<file path="src/rtl/jk_bank_pkg.sv">
`default_nettype none
// ----------------------------------------------------------------------------
// Module  : jk_bank_pkg
// Brief   : Shared JK command encodings, arbiter state type and the
//           round-robin first-one-from-pointer search.
// Revision: 1.0 - initial release
// ----------------------------------------------------------------------------
package jk_bank_pkg;

  // {J,K} command encodings
  localparam logic [1:0] JK_HOLD = 2'b00;
  localparam logic [1:0] JK_CLR  = 2'b01;
  localparam logic [1:0] JK_SET  = 2'b10;
  localparam logic [1:0] JK_TGL  = 2'b11;

  // Largest requester count the search function handles
  localparam int RR_MAX = 8;

  typedef enum logic [1:0] {
    IDLE   = 2'd0,
    GRANT  = 2'd1,
    LOCKED = 2'd2
  } state_t;

  // First requester with its bit set, searching from ptr upward and wrapping
  // modulo n. ptr must be below n; the result is ptr when nothing is set.
  function automatic logic [2:0] rr_first(input logic [RR_MAX-1:0] reqv,
                                          input logic [2:0] ptr,
                                          input logic [3:0] n);
    logic [2:0] sel;
    logic       found;
    logic [3:0] idx;
    sel   = ptr;
    found = 1'b0;
    for (int i = 0; i < RR_MAX; i++) begin
      idx = {1'b0, ptr} + 4'(i);
      if (idx >= n) idx = idx - n;
      if (!found && (4'(i) < n) && reqv[idx[2:0]]) begin
        sel   = idx[2:0];
        found = 1'b1;
      end
    end
    return sel;
  endfunction

endpackage
`default_nettype wire

</file>
<file path="src/rtl/jk_reg_bank.sv">
`default_nettype none
// ----------------------------------------------------------------------------
// Module  : jk_reg_bank
// Brief   : WIDTH independent JK flip-flops with asynchronous clear.
// Revision: 1.0 - initial release
// ----------------------------------------------------------------------------
module jk_reg_bank #(
  parameter int WIDTH = 8
) (
  input  logic             CP,
  input  logic             CD,
  input  logic [WIDTH-1:0] j,
  input  logic [WIDTH-1:0] k,
  output logic [WIDTH-1:0] q
);

  // Characteristic JK equation per bit: Q+ = J&~Q | ~K&Q
  always_ff @(posedge CP or posedge CD) begin
    if (CD) q <= '0;
    else    q <= (j & ~q) | (~k & q);
  end

endmodule
`default_nettype wire

</file>
<file path="src/rtl/jk_bank_arbiter.sv">
`default_nettype none
// ----------------------------------------------------------------------------
// Module  : jk_bank_arbiter
// Brief   : Round-robin arbiter granting one requester at a time access to a
//           shared JK flag bank, with a bounded multi-command lock.
// Revision: 1.0 - initial release
// ----------------------------------------------------------------------------
module jk_bank_arbiter
  import jk_bank_pkg::*;
#(
  parameter int WIDTH    = 8,
  parameter int NREQ     = 4,
  parameter int MAX_HOLD = 4
) (
  input  logic                  CP,
  input  logic                  CD,
  input  logic [NREQ-1:0]       req,
  input  logic [NREQ-1:0]       lock,
  input  logic [2*NREQ-1:0]     cmd,
  input  logic [WIDTH*NREQ-1:0] mask,
  output logic [NREQ-1:0]       gnt,
  output logic [WIDTH-1:0]      Q,
  output logic [WIDTH-1:0]      QN,
  output logic                  busy,
  output logic                  done
);

  localparam int HW = $clog2(MAX_HOLD + 1);

  state_t        state;
  logic [2:0]    widx;      // index of the granted requester
  logic [2:0]    ptr;       // round-robin search start
  logic [HW-1:0] hcnt;

  logic [RR_MAX-1:0] req_pad, lock_pad;
  logic [2:0]        pick, ptr_nxt;
  logic [NREQ-1:0]   gnt_pick;
  logic [1:0]        cmd_sel;
  logic [WIDTH-1:0]  mask_sel, j, k;
  logic [HW-1:0]     hcnt_inc;
  logic              fire;

  // Granted requester's command/mask selection and search bookkeeping
  always_comb begin
    req_pad  = '0;
    lock_pad = '0;
    req_pad[NREQ-1:0]  = req;
    lock_pad[NREQ-1:0] = lock;
    pick     = rr_first(req_pad, ptr, 4'(NREQ));
    gnt_pick = '0;
    cmd_sel  = JK_HOLD;
    mask_sel = '0;
    for (int i = 0; i < NREQ; i++) begin
      if (pick == 3'(i)) gnt_pick[i] = 1'b1;
      if (widx == 3'(i)) begin
        cmd_sel  = cmd[2*i +: 2];
        mask_sel = mask[WIDTH*i +: WIDTH];
      end
    end
    ptr_nxt  = (widx == 3'(NREQ - 1)) ? 3'd0 : widx + 3'd1;
    hcnt_inc = hcnt + HW'(1);
    fire     = (state != IDLE) && req_pad[widx];
    // Only the owner drives J/K; everyone else sees hold on every bit
    j = fire ? (mask_sel & {WIDTH{cmd_sel[1]}}) : '0;
    k = fire ? (mask_sel & {WIDTH{cmd_sel[0]}}) : '0;
  end

  // Arbiter FSM: grant in IDLE, apply/extend/release in GRANT and LOCKED
  always_ff @(posedge CP or posedge CD) begin
    if (CD) begin
      state <= IDLE;
      gnt   <= '0;
      widx  <= '0;
      ptr   <= '0;
      hcnt  <= '0;
      done  <= 1'b0;
    end else begin
      done <= 1'b0;
      case (state)
        IDLE: begin
          if (|req) begin
            widx  <= pick;
            gnt   <= gnt_pick;
            state <= GRANT;
          end
        end
        GRANT, LOCKED: begin
          if (fire) done <= 1'b1;
          if (fire && lock_pad[widx] && (hcnt_inc < HW'(MAX_HOLD))) begin
            hcnt  <= hcnt_inc;
            state <= LOCKED;
          end else begin
            // Command limit reached, no lock, or requester withdrew
            gnt   <= '0;
            ptr   <= ptr_nxt;
            hcnt  <= '0;
            state <= IDLE;
          end
        end
        default: begin
          gnt   <= '0;
          hcnt  <= '0;
          state <= IDLE;
        end
      endcase
    end
  end

  jk_reg_bank #(.WIDTH(WIDTH)) u_bank (
    .CP (CP),
    .CD (CD),
    .j  (j),
    .k  (k),
    .q  (Q)
  );

  assign QN   = ~Q;
  assign busy = (state != IDLE);

endmodule
`default_nettype wire

</file>
<file path="config.mk">
export PLATFORM = sky130hd
export DESIGN_NAME = jk_bank_arbiter
export DESIGN_NICKNAME = d
export VERILOG_FILES = /design/src/rtl/jk_bank_pkg.sv /design/src/rtl/jk_reg_bank.sv /design/src/rtl/jk_bank_arbiter.sv
export SDC_FILE = /design/constraint.sdc
export NUM_CORES = 1
export LEC_CHECK = 0
export ABC_AREA = 1
export CAP_MARGIN = 20
export CORE_ASPECT_RATIO = 1.75
export CORE_MARGIN = 8
export CORE_UTILIZATION = 40
export DETAILED_ROUTE_END_ITERATION = 8
export PLACE_DENSITY = 0.86
export SYNTH_ARGS = -nofsm -noshare
export SYNTH_HDL_FRONTEND = slang
export SYNTH_SLANG_ARGS = --single-unit
export TNS_END_PERCENT = 30
</file>
<file path="constraint.sdc">
create_clock -name CP -period 1.86 [get_ports CP]
set_input_delay 0.279 -clock CP [delete_from_list [all_inputs] [get_ports CP]]
set_output_delay 0.279 -clock CP [all_outputs]
set_load 0.01 [all_outputs]
</file>
Word-level counts from Yosys, hierarchy flattened --
Index checks and enable logic that the tools add are counted.
Operators by class: reduce and logical (&&, ||, !) cells 18, muxes and demuxes 48, $mul 0, shift operators 0, magnitude comparators 10, add/sub/neg operators 9, divide/modulo/power cells 0, equality and inequality tests 10, bitwise operators 8
Operators by type and width (number):
- 8-bit two-way mux | 6
- 8-bit bitwise AND | 4
- 3-bit two-way mux | 10
- 3-bit by 4-bit less-than comparator with 1-bit output (second input constant) | 5
- 1-bit binary-select mux with 3-bit select | 6
- 8-bit inverter | 2
- 1-bit two-way mux | 15
- 3-bit by 2-bit equality test with 1-bit output (second input constant) | 4
- 4-bit by 3-bit greater-or-equal comparator with 1-bit output (second input constant) | 3
- 2-bit two-way mux | 6
- 3-bit subtractor (second input constant) | 4
- 3-bit by 2-bit adder with 4-bit output (second input constant) | 2
- 4-bit two-way mux | 2
- 8-bit OR | 1
- 4-bit case mux with 2 select lines | 1
- 3-bit by 1-bit adder with 3-bit output (second input constant) | 2
- 3-bit by 1-bit equality test with 1-bit output (second input constant) | 2
- 1-bit logical AND | 6
- 3-bit zero test | 2
- 3-bit case mux with 2 select lines | 1
- 2-bit AND reduction | 3
- 3-bit by 1-bit adder with 4-bit output (second input constant) | 1
- 2-bit inequality test (second input constant) | 2
- 2-bit case mux with 2 select lines | 1
- other kinds (10) | 12
Storage, ports and cells: logic and storage cells 110, flip-flop bits (word level) 24, memories kept 0, memory bits (writable) 0, input port bits 50, output and inout bits 22, bits in latches 0, memory bits (read-only) 0

Logic depth before layout (Yosys ltp) --
Gate-level depths: netlist of the first run.
word-level depth 18, depth in mapped cells 15, mapped depth without buffers 14

Modules after synthesis --
A second synthesis of the first run with hierarchy kept.
Unflattened totals: cells, all modules 325, area, all modules 2078.2 µm²
By module, submodules not included:
- jk_bank_arbiter | instances 1, area an instance 1724.2 µm², cells each 276
- jk_reg_bank | instances 1, area an instance 354.1 µm², cells each 49

Worst setup path after synthesis of the first run --
No wires, ideal clock.
kind flip-flop to flip-flop, start point register ptr[1], end point register gnt[3], data arrival time 1740 ps, clock period less this slack 1857 ps, path slack 3 ps, path buffers 1, library setup time 116 ps, stages on the path, launching flop included 14, cells stage by stage dfrtp_1 -> buf_2 -> inv_2 -> ha_1 -> inv_1 -> nand3_2 -> nand3_1 -> nand3_2 -> nor2_4 -> nand2_1 -> nand2_1 -> nor2_1 -> nand2_1 -> nand2_1
Between the ends: longest elaborated chain between the ends 18, elaborated cells between the ends (all ways) 40, those cells by class add/sub (7); order compare (4); eq/ne (1); mux (22); reduce/logical (6)
Ends and longest elaborated chain:
- start, declared | line jk_bank_arbiter.sv:32 | logic [2:0] ptr;
- start signal, assigned | line jk_bank_arbiter.sv:95 | ptr <= ptr_nxt;
- parallel branches: the longest is 13 deep, another holds 3-bit by 1-bit adder with 4-bit output
- 3-bit two-way mux (*) | line jk_bank_pkg.sv:38 | if (!found && (4'(i) < n) && reqv[idx[2:0]]) begin
- 3-bit by 2-bit equality test with 1-bit output (*) | line jk_bank_arbiter.sv:54 | if (pick == 3'(i)) gnt_pick[i] = 1'b1;
- 1-bit two-way mux (*) | line jk_bank_arbiter.sv:54
- 4-bit two-way mux (*) | line jk_bank_arbiter.sv:81 | if (|req) begin
- 4-bit case mux with 2 select lines (*) | line jk_bank_arbiter.sv:79 | case (state)
- end signal, assigned | line jk_bank_arbiter.sv:83 | gnt <= gnt_pick;
- end, declared | line jk_bank_arbiter.sv:21 | output logic [NREQ-1:0] gnt,
Every way passes the cells marked *. The select of a mux whose other input is x is not followed. A chain may end at the register's enable or synchronous reset.

Final worst setup path of the first run --
Same ends and word-level chain as after synthesis.

==> results of run 1 <==
## sequential cells by signal (all words and copies together) (netlist names)
signal    flops
ptr           3
gnt           4
state         2
done          1
hcnt          3
u_bank.q      8
widx          3
## power by group
part	switching [mW]	internal, mW
Combinational	2.26	1.75
Sequential	0.181	0.735
Clock	0.183	0.288
Total	2.63	2.78
## worst paths after layout
kind,from,endpoint,slack [ps],cells after the start
worst min register to register,hcnt[0],hcnt[0],500,1
worst max-delay path,ptr[1],gnt[3],40,14
worst min-delay path,CD,done,340,3
min in group CP,hcnt[0],hcnt[0],500,1
max in group asynchronous,CD,u_bank.q[3],1260,3
worst max register to register,ptr[1],gnt[3],40,14
## cell families (layout without fill, tap and decap cells)
kind of cell,after synthesis,count (layout)
AND/OR/NAND/NOR,162,162
AO/OA/AOI/OAI,52,52
buffers and inverters,40,139
adder cells (fa/ha/maj),9,9
flip-flops,24,24
XOR/XNOR,1,1
## per-layer routing
metal / vias up / track usage [%] / routed length, µm
li1: 1148 / - / -
met1: 1076 / 19.8 / 2500
met2: 98 / 30.1 / 3530
met3: 18 / 3.86 / 497
met4: 0 / 7.07 / 172
met5: - / 0 / 0
## layout make-up
class / instances / area, µm²
Tap cell: 52 / 65.1
Timing Repair Buffer: 102 / 960
Multi-Input combinational cell: 224 / 1280
Clock inverter: 1 / 30.0
Fill cell: 414 / 1560
Inverter: 33 / 126
Sequential cell: 24 / 601
Clock buffer: 3 / 41.3
## per-stage QoR
| step | hold slack (ps) | setup WS (ps) | std cells | power (mW) |
|---|---|---|---|---|
| floorplan | 294 | 3.47 | 288 | 2.95 |
| CTS | 356 | -11.6 | 433 | 4.78 |
| finish | 341 | 35.3 | 439 | 5.40 |
| global placement | 473 | -166 | 429 | 4.23 |
| global route | 387 | -84.0 | 439 | 5.82 |
| detailed placement | 473 | -210 | 429 | 4.30 |
## cells in the mapped netlist (all sizes together)
cell type / n
nand2: 103
inv: 33
nand3: 25
dfrtp: 24
o21ai: 23
a21oi: 19
nor2: 19
nand4: 13
ha: 9
o211ai: 7
buf: 6
o31ai: 2
clkbuf: 1
nand3b: 1
nor3: 1
o21a: 1
xor2: 1
## repair_timing
item | 4_1_cts | 5_1_grt
resized for setup | 2 | 37
hold endpoints to repair | 0 | 0
buffers inserted | 0 | 6
pin swaps | 0 | 14
endpoints found under the setup margin | 4 | 16
## worst max-delay path, stage by stage, from the launching register on
cell and delay (ps):
dfrtp_1 410, inv_2 90, ha_4 220, buf_6 120, nand3_4 80, nand2_2 70
nor2_4 160, nand2_2 90, nand2_1 80, nand2_1 70, nand2_2 80, nand2_4 60
nor2_4 110, nand2_1 50, nand2_1 60
## cells in the final DEF (no fill, tap or decap), types with 2 or more instances in the layout
cell type        instances
a21oi_1                 19
buf_4                   27
buf_6                    4
clkbuf_8                 3
clkdlybuf4s50_1         69
dfrtp_1                 24
ha_1                     6
ha_4                     2
inv_1                   23
inv_2                    9
nand2_1                 88
nand2_2                 14
nand3_1                 16
nand3_2                  6
nand3_4                  3
nand4_1                 13
nor2_1                  13
nor2_2                   2
nor2_4                   4
o211ai_1                 7
o21ai_0                  9
o21ai_1                 12
o31ai_1                  2
==> reports/qor_table.md, run 1 <==
| Group | Result | Value |
| --- | --- | --- |
| run status | Status | complete, no violations |
| detailed routing | Remaining antenna violation count | 0 |
| timing | Clock skew after layout | 11.2 ps |
| job | Count of maximum capacitance violations | 0 |
| detailed routing | Via Count | 2340 |
| power and ir drop | LEAKAGE | 1.47 nW |
| timing | Period minus WS final | 1820 ps |
| timing | Peak Freq | 548 MHz |
| clocking | # H-tree levels | 1 |
| floorplanning | Core region area | 0.00467 mm² |
| cells and area | Final core utilization | 66.6% |
| timing | Setup violations, final | 0 |
| yosys | Post-Synth Adder-Cell Area | 5.87% |
| clocking | Clock insertion delay at the later pin of the skew report | 280 ps |
| yosys | Main combinational cell family by area after synthesis | simple AND/OR/NAND/NOR gates |
| placement | Cell area after placement | 0.00284 mm² |
| yosys | Synthesized netlist net count | 347 |
| timing | Hold Violations, Final | 0 |
| placement | Buffers added on ports | 71 |
| cells and area | Net count, final | 447 |
| timing | Transition time at the pin with the least slew margin | 333 ps |
| detailed routing | Drt drc | 0 |
| clocking | Clock net sink count | 24 |
| yosys | Share of cell area taken by muxes after synthesis | 0% |
| yosys | Synthesized area per cell | 6.66 µm² |
| timing | Unrepaired setup endpoints after global routing | yes |
| setup path | Data required, critical path | 2080 ps |
| floorplanning | Number of top-level pins | 72 |
| timing | Worst slew margin relative to its limit | 77.7% |
| worst hold path | Min-Delay Path Class | primary input to async pin |
| clocking | Quantity of hold-fixing buffers added after cts | 0 |
| grt | Via count of the first global-routing pass | 2327 |
| setup path | Maximum fanout along the worst path | 4 |
| clocking | Longest Clk Path Bufs | 2 |
| yosys | Parity-gate share of the synthesized area counting xor and xnor cells | 0.457% |
| clocking | Clock input transition at the sequential cells of the worst setup and hold paths | 90 ps |
| yosys | Cells after synthesis | 288 |
| detailed routing | Iter 0 DRT Violations | 94 |
| timing | Count of final max-slew check failures | 0 |
| power and ir drop | Power density normalized to cell area | 1740 mW/mm² |
| clocking | Clock root buffer | clkbuf_8 |
| grt | First-pass GRT wire length | 10300 µm |
| setup path | Critical path startpoint category | flop |
| timing | Total negative slack | 0 ps |
| yosys | Sequential fraction of the synthesis area | 31.3% |
| floorplanning | DIE HEIGHT | 108 µm |
| setup path | Endpoint type of the worst setup path | flop |
| yosys | Yosys top cell by area | dfrtp_1 |
| placement | RePlAce Congestion | 0.913 |
| clocking | Number of CTS-inserted buffers | 3 |
| yosys | Synthesis Warnings | 0 |
| cells and area | Ant diodes | 0 |
| cells and area | Area added between synthesis and finish | 61.9% |
| setup path | Data arrival time of the critical path | 2040 ps |
| yosys | Flops & latches, synth | 24 |
| setup path | Type of the worst setup path | flop to flop |
| placement | DP Wirelength | 5190 µm |
| yosys | Post-Synth Simple-Gate Area | 38.2% |
| floorplanning | Die boundary width | 68.3 µm |
| yosys | Top-area cell type share of the netlist area | 31.3% |
| detailed routing | First drt pass iteration count | 4 |
| detailed routing | Sum of routed wire length over all layers | 6710 µm |
| cells and area | Final Cell Area | 0.00311 mm² |
| grt | Antenna violations before repair | 0 |
| yosys | Cell types with the largest area share after synthesis | dfrtp_1 (31%), nand2_1 (20%), ha_1 (5.9%), nand3_1 (5.2%), a21oi_1 (5.0%) |
| yosys | Area of the mapped netlist | 0.00192 mm² |
| yosys | Compound-cell area share of the yosys netlist | 15.5% |
| grt | Pin count of the biggest net entering global routing | 25 |
| grt | Overflow left after global routing | 0 |
| yosys | Cell variety after synth | 26 |
| floorplanning | Die outline area | 0.00735 mm² |
| grt | Total track usage | 17.5% |
| floorplanning | FP Rows | 33 |
| power and ir drop | Max rail drop VDD | 1.19 mV |
| detailed routing | Average wire per cell in the routed design | 15.3 µm |
| floorplanning | Starting density of the core | 41.1% |
| timing | Period Utilization, post-route | 98.1% |
| clocking | Clock tree from TritonCTS | done |
| cells and area | Proportion of layout cells with a drive suffix above 1 | 20.9% |
| detailed routing | Number of vias per cell after detailed routing | 5.33 |
Note: power is estimated with default switching activity, not from simulation.
==> run 2, diff against run 1 <==
--- a/config.mk
+++ b/config.mk
@@ -9,9 +9,10 @@
 export CAP_MARGIN = 20
 export CORE_ASPECT_RATIO = 1.75
 export CORE_MARGIN = 8
-export CORE_UTILIZATION = 40
+export CORE_UTILIZATION = 41
+export CTS_BUF_LIST = sky130_fd_sc_hd__clkbuf_4
 export DETAILED_ROUTE_END_ITERATION = 8
-export PLACE_DENSITY = 0.86
+export PLACE_DENSITY = 0.88
 export SYNTH_ARGS = -nofsm -noshare
 export SYNTH_HDL_FRONTEND = slang
 export SYNTH_SLANG_ARGS = --single-unit
==> run 2 against run 1 <==
Compared with the run above: clock-buffer cell count did not move; largest cell class unchanged; die area fell by 2.0%; utilization rose by 1.3 points; via count rose by 3.9%; register-to-register slack improved by 40 ps; clock skew fell by 1.6 ps; combinational power rose by 1%; sequential power rose by 1%; sequential share of layout area barely moved.
==> reports/qor_table.md, run 2 (synthesized netlist as in run 1, its figures left out) <==
| Group | Result | Value |
| --- | --- | --- |
| run status | Status | complete, no violations |
| worst hold path | Min-Delay Path Class | primary input to async pin |
| power and ir drop | Power density normalized to cell area | 1730 mW/mm² |
| clocking | Clock input transition at the sequential cells of the worst setup and hold paths | 150 ps |
| cells and area | Net count, final | 450 |
| floorplanning | Number of top-level pins | 72 |
| setup path | Data required, critical path | 2140 ps |
| timing | Hold Violations, Final | 0 |
| timing | Clock skew after layout | 9.68 ps |
| grt | Overflow left after global routing | 0 |
| floorplanning | Core region area | 0.00458 mm² |
| cells and area | Area added between synthesis and finish | 62.0% |
| power and ir drop | Clock network power share | 7.3% |
| cells and area | Proportion of layout cells with a drive suffix above 1 | 21.8% |
| detailed routing | Average wire per cell in the routed design | 15.6 µm |
| detailed routing | First drt pass iteration count | 4 |
| cells and area | Registers with the most flip-flops | u_bank.q x8, gnt x4 |
| floorplanning | Die boundary width | 67.7 µm |
| grt | Antenna violations before repair | 0 |
| timing | Final worst setup slack | 76.3 ps |
| cells and area | Flip-flop count of the largest register, all copies and words added | 8 |
| power and ir drop | Combinational power share | 75.4% |
| cells and area | Ant diodes | 0 |
| placement | Post-placement worst setup slack | -157 ps |
| detailed routing | Iter 0 DRT Violations | 148 |
| detailed routing | Length of routed met2 wiring | 3700 µm |
| detailed routing | Sum of routed wire length over all layers | 6910 µm |
| setup path | Maximum fanout along the worst path | 7 |
| setup path | Type of the worst setup path | flop to flop |
| timing | Peak Freq | 561 MHz |
| power and ir drop | LEAKAGE | 1.47 nW |
| setup path | Endpoint type of the worst setup path | flop |
| detailed routing | Remaining antenna violation count | 0 |
| detailed routing | Via Count | 2432 |
| detailed routing | Top routing layer in use | met4 |
| floorplanning | Die outline area | 0.00721 mm² |
| timing | Setup violations, final | 0 |
| timing | Worst slew margin relative to its limit | 78.1% |
| power and ir drop | Sequential cell fraction of total power | 17.3% |
| grt | Pin count of the biggest net entering global routing | 25 |
| setup path | Data arrival time of the critical path | 2060 ps |
| grt | First-pass GRT wire length | 10700 µm |
| clocking | Clock tree from TritonCTS | done |
| power and ir drop | Internal power summed over all cells | 2.75 mW |
| placement | RePlAce Congestion | 0.919 |
| power and ir drop | Net Sw Frac | 48.9% |
| setup path | Critical path startpoint category | flop |
| timing | Worst hold slack | 274 ps |
| detailed routing | Metal1 wirelength | 2520 µm |
| timing | Transition time at the pin with the least slew margin | 325 ps |
| timing | Period minus WS final | 1780 ps |
| detailed routing | DR WL met3 | 509 µm |
| detailed routing | Drt drc | 0 |
| power and ir drop | Switching power summed over all nets | 2.63 mW |
| detailed routing | Number of vias per cell after detailed routing | 5.50 |
| placement | Buffers added on ports | 71 |
| floorplanning | Starting density of the core | 41.9% |
| grt | Via count of the first global-routing pass | 2410 |
| timing | Unrepaired setup endpoints after global routing | yes |
| floorplanning | DIE HEIGHT | 106 µm |
| clocking | # H-tree levels | 1 |
| clocking | Clock insertion delay at the later pin of the skew report | 340 ps |
| timing | Period Utilization, post-route | 95.9% |
| cells and area | Most used cells in the layout excluding fill and tap cells | nand2_1 (91), clkdlybuf4s50_1 (70), buf_4 (29), dfrtp_1 (24), inv_1 (22) |
| clocking | Clock root buffer | clkbuf_4 |
| clocking | Clock net sink count | 24 |
| timing | Count of final max-slew check failures | 0 |
| job | Count of maximum capacitance violations | 0 |
| power and ir drop | Max rail drop VDD | 1.23 mV |
| placement | DP Wirelength | 5260 µm |
| clocking | Number of CTS-inserted buffers | 3 |
| cells and area | Leading cell type in the layout, fill and taps excluded | nand2_1 |
| clocking | Longest Clk Path Bufs | 2 |
| grt | Total track usage | 18.5% |
| clocking | Quantity of hold-fixing buffers added after cts | 0 |
| floorplanning | FP Rows | 33 |
| cells and area | Reg with most FFs | u_bank.q |
| cells and area | Filler Cells Inserted | 376 |
## run 2: changes by cell type in the layout (fill, tap and decap cells not counted), sizes merged
cell,delta
clkdlybuf4s50,+1
buf,+3
dlymetal6s2s,-1
## run 2: final timing paths
| kind | start | to | slack, ps | cells past startpoint |
|---|---|---|---|---|
| setup reg to reg | ptr[0] | gnt[1] | 80 | 13 |
| max in group asynchronous | CD | ptr[0] | 1330 | 3 |
| hold reg to reg | gnt[3] | gnt[3] | 520 | 2 |
| setup / recovery | ptr[0] | gnt[1] | 80 | 13 |
| hold / removal | CD | u_bank.q[7] | 270 | 3 |
| min in group CP | gnt[3] | gnt[3] | 520 | 2 |
## run 2: cell type report
| cell class | count | area, µm² | area share (%) |
|---|---|---|---|
| multi-input cells | 224 | 1280 | 41.2 |
| repair buffers | 105 | 983 | 31.6 |
| flip-flops and latches | 24 | 601 | 19.3 |
| inverters | 33 | 126 | 4.07 |
| well taps | 52 | 65.1 | 2.09 |
| clock inverters | 1 | 30.0 | 0.966 |
| clock buffers | 3 | 22.5 | 0.725 |
## run 2: power groups by stage
stage | clock network [mW] | registers [mW] | logic [mW]
2_1_floorplan | 0 | 0.949 | 2.01
3_3_place_gp | 0 | 0.914 | 3.35
3_5_place_dp | 0 | 0.924 | 3.45
4_1_cts | 0.398 | 0.917 | 3.50
5_1_grt | 0.414 | 0.952 | 4.44
6_report | 0.393 | 0.929 | 4.06
## run 2: per-stage QoR
stage / utilization [%] / TNS (ps) / power (mW) / cells / area (µm²)
6_report: 67.8 / 0 / 5.38 / 442 / 3110
5_1_grt: 67.8 / -191 / 5.80 / 442 / 3110
4_1_cts: 63.7 / 0 / 4.82 / 435 / 2920
3_5_place_dp: 62.3 / -1860 / 4.37 / 431 / 2860
3_3_place_gp: 62.3 / -1160 / 4.26 / 431 / 2860
2_1_floorplan: - / 0 / 2.95 / 288 / 1920
## run 2: worst max-delay path, cell delays in order, from the launching register on
cell     delay, ps
dfrtp_1        450
buf_6          160
ha_4           150
nand4_1        150
nand2_2         90
nor2_4         150
nand2_2         80
nand2_2         80
nand2_2         60
nand2_2         60
nand2_2         70
nor2_2         110
nand2_1         60
nand2_1         60
## run 2: timing repair
action,in CTS,in global routing
endpoints found under the setup margin,8,16
pin swaps,0,17
gates resized for setup,4,38
cloned,0,0
setup buffers,0,7
## run 2: per-layer routing
| layer | up-vias | track usage (%) |
|---|---|---|
| li1 | 1159 | - |
| met1 | 1155 | 18.9 |
| met2 | 100 | 34.3 |
| met3 | 18 | 3.37 |
| met4 | 0 | 7.82 |
| met5 | - | 0 |
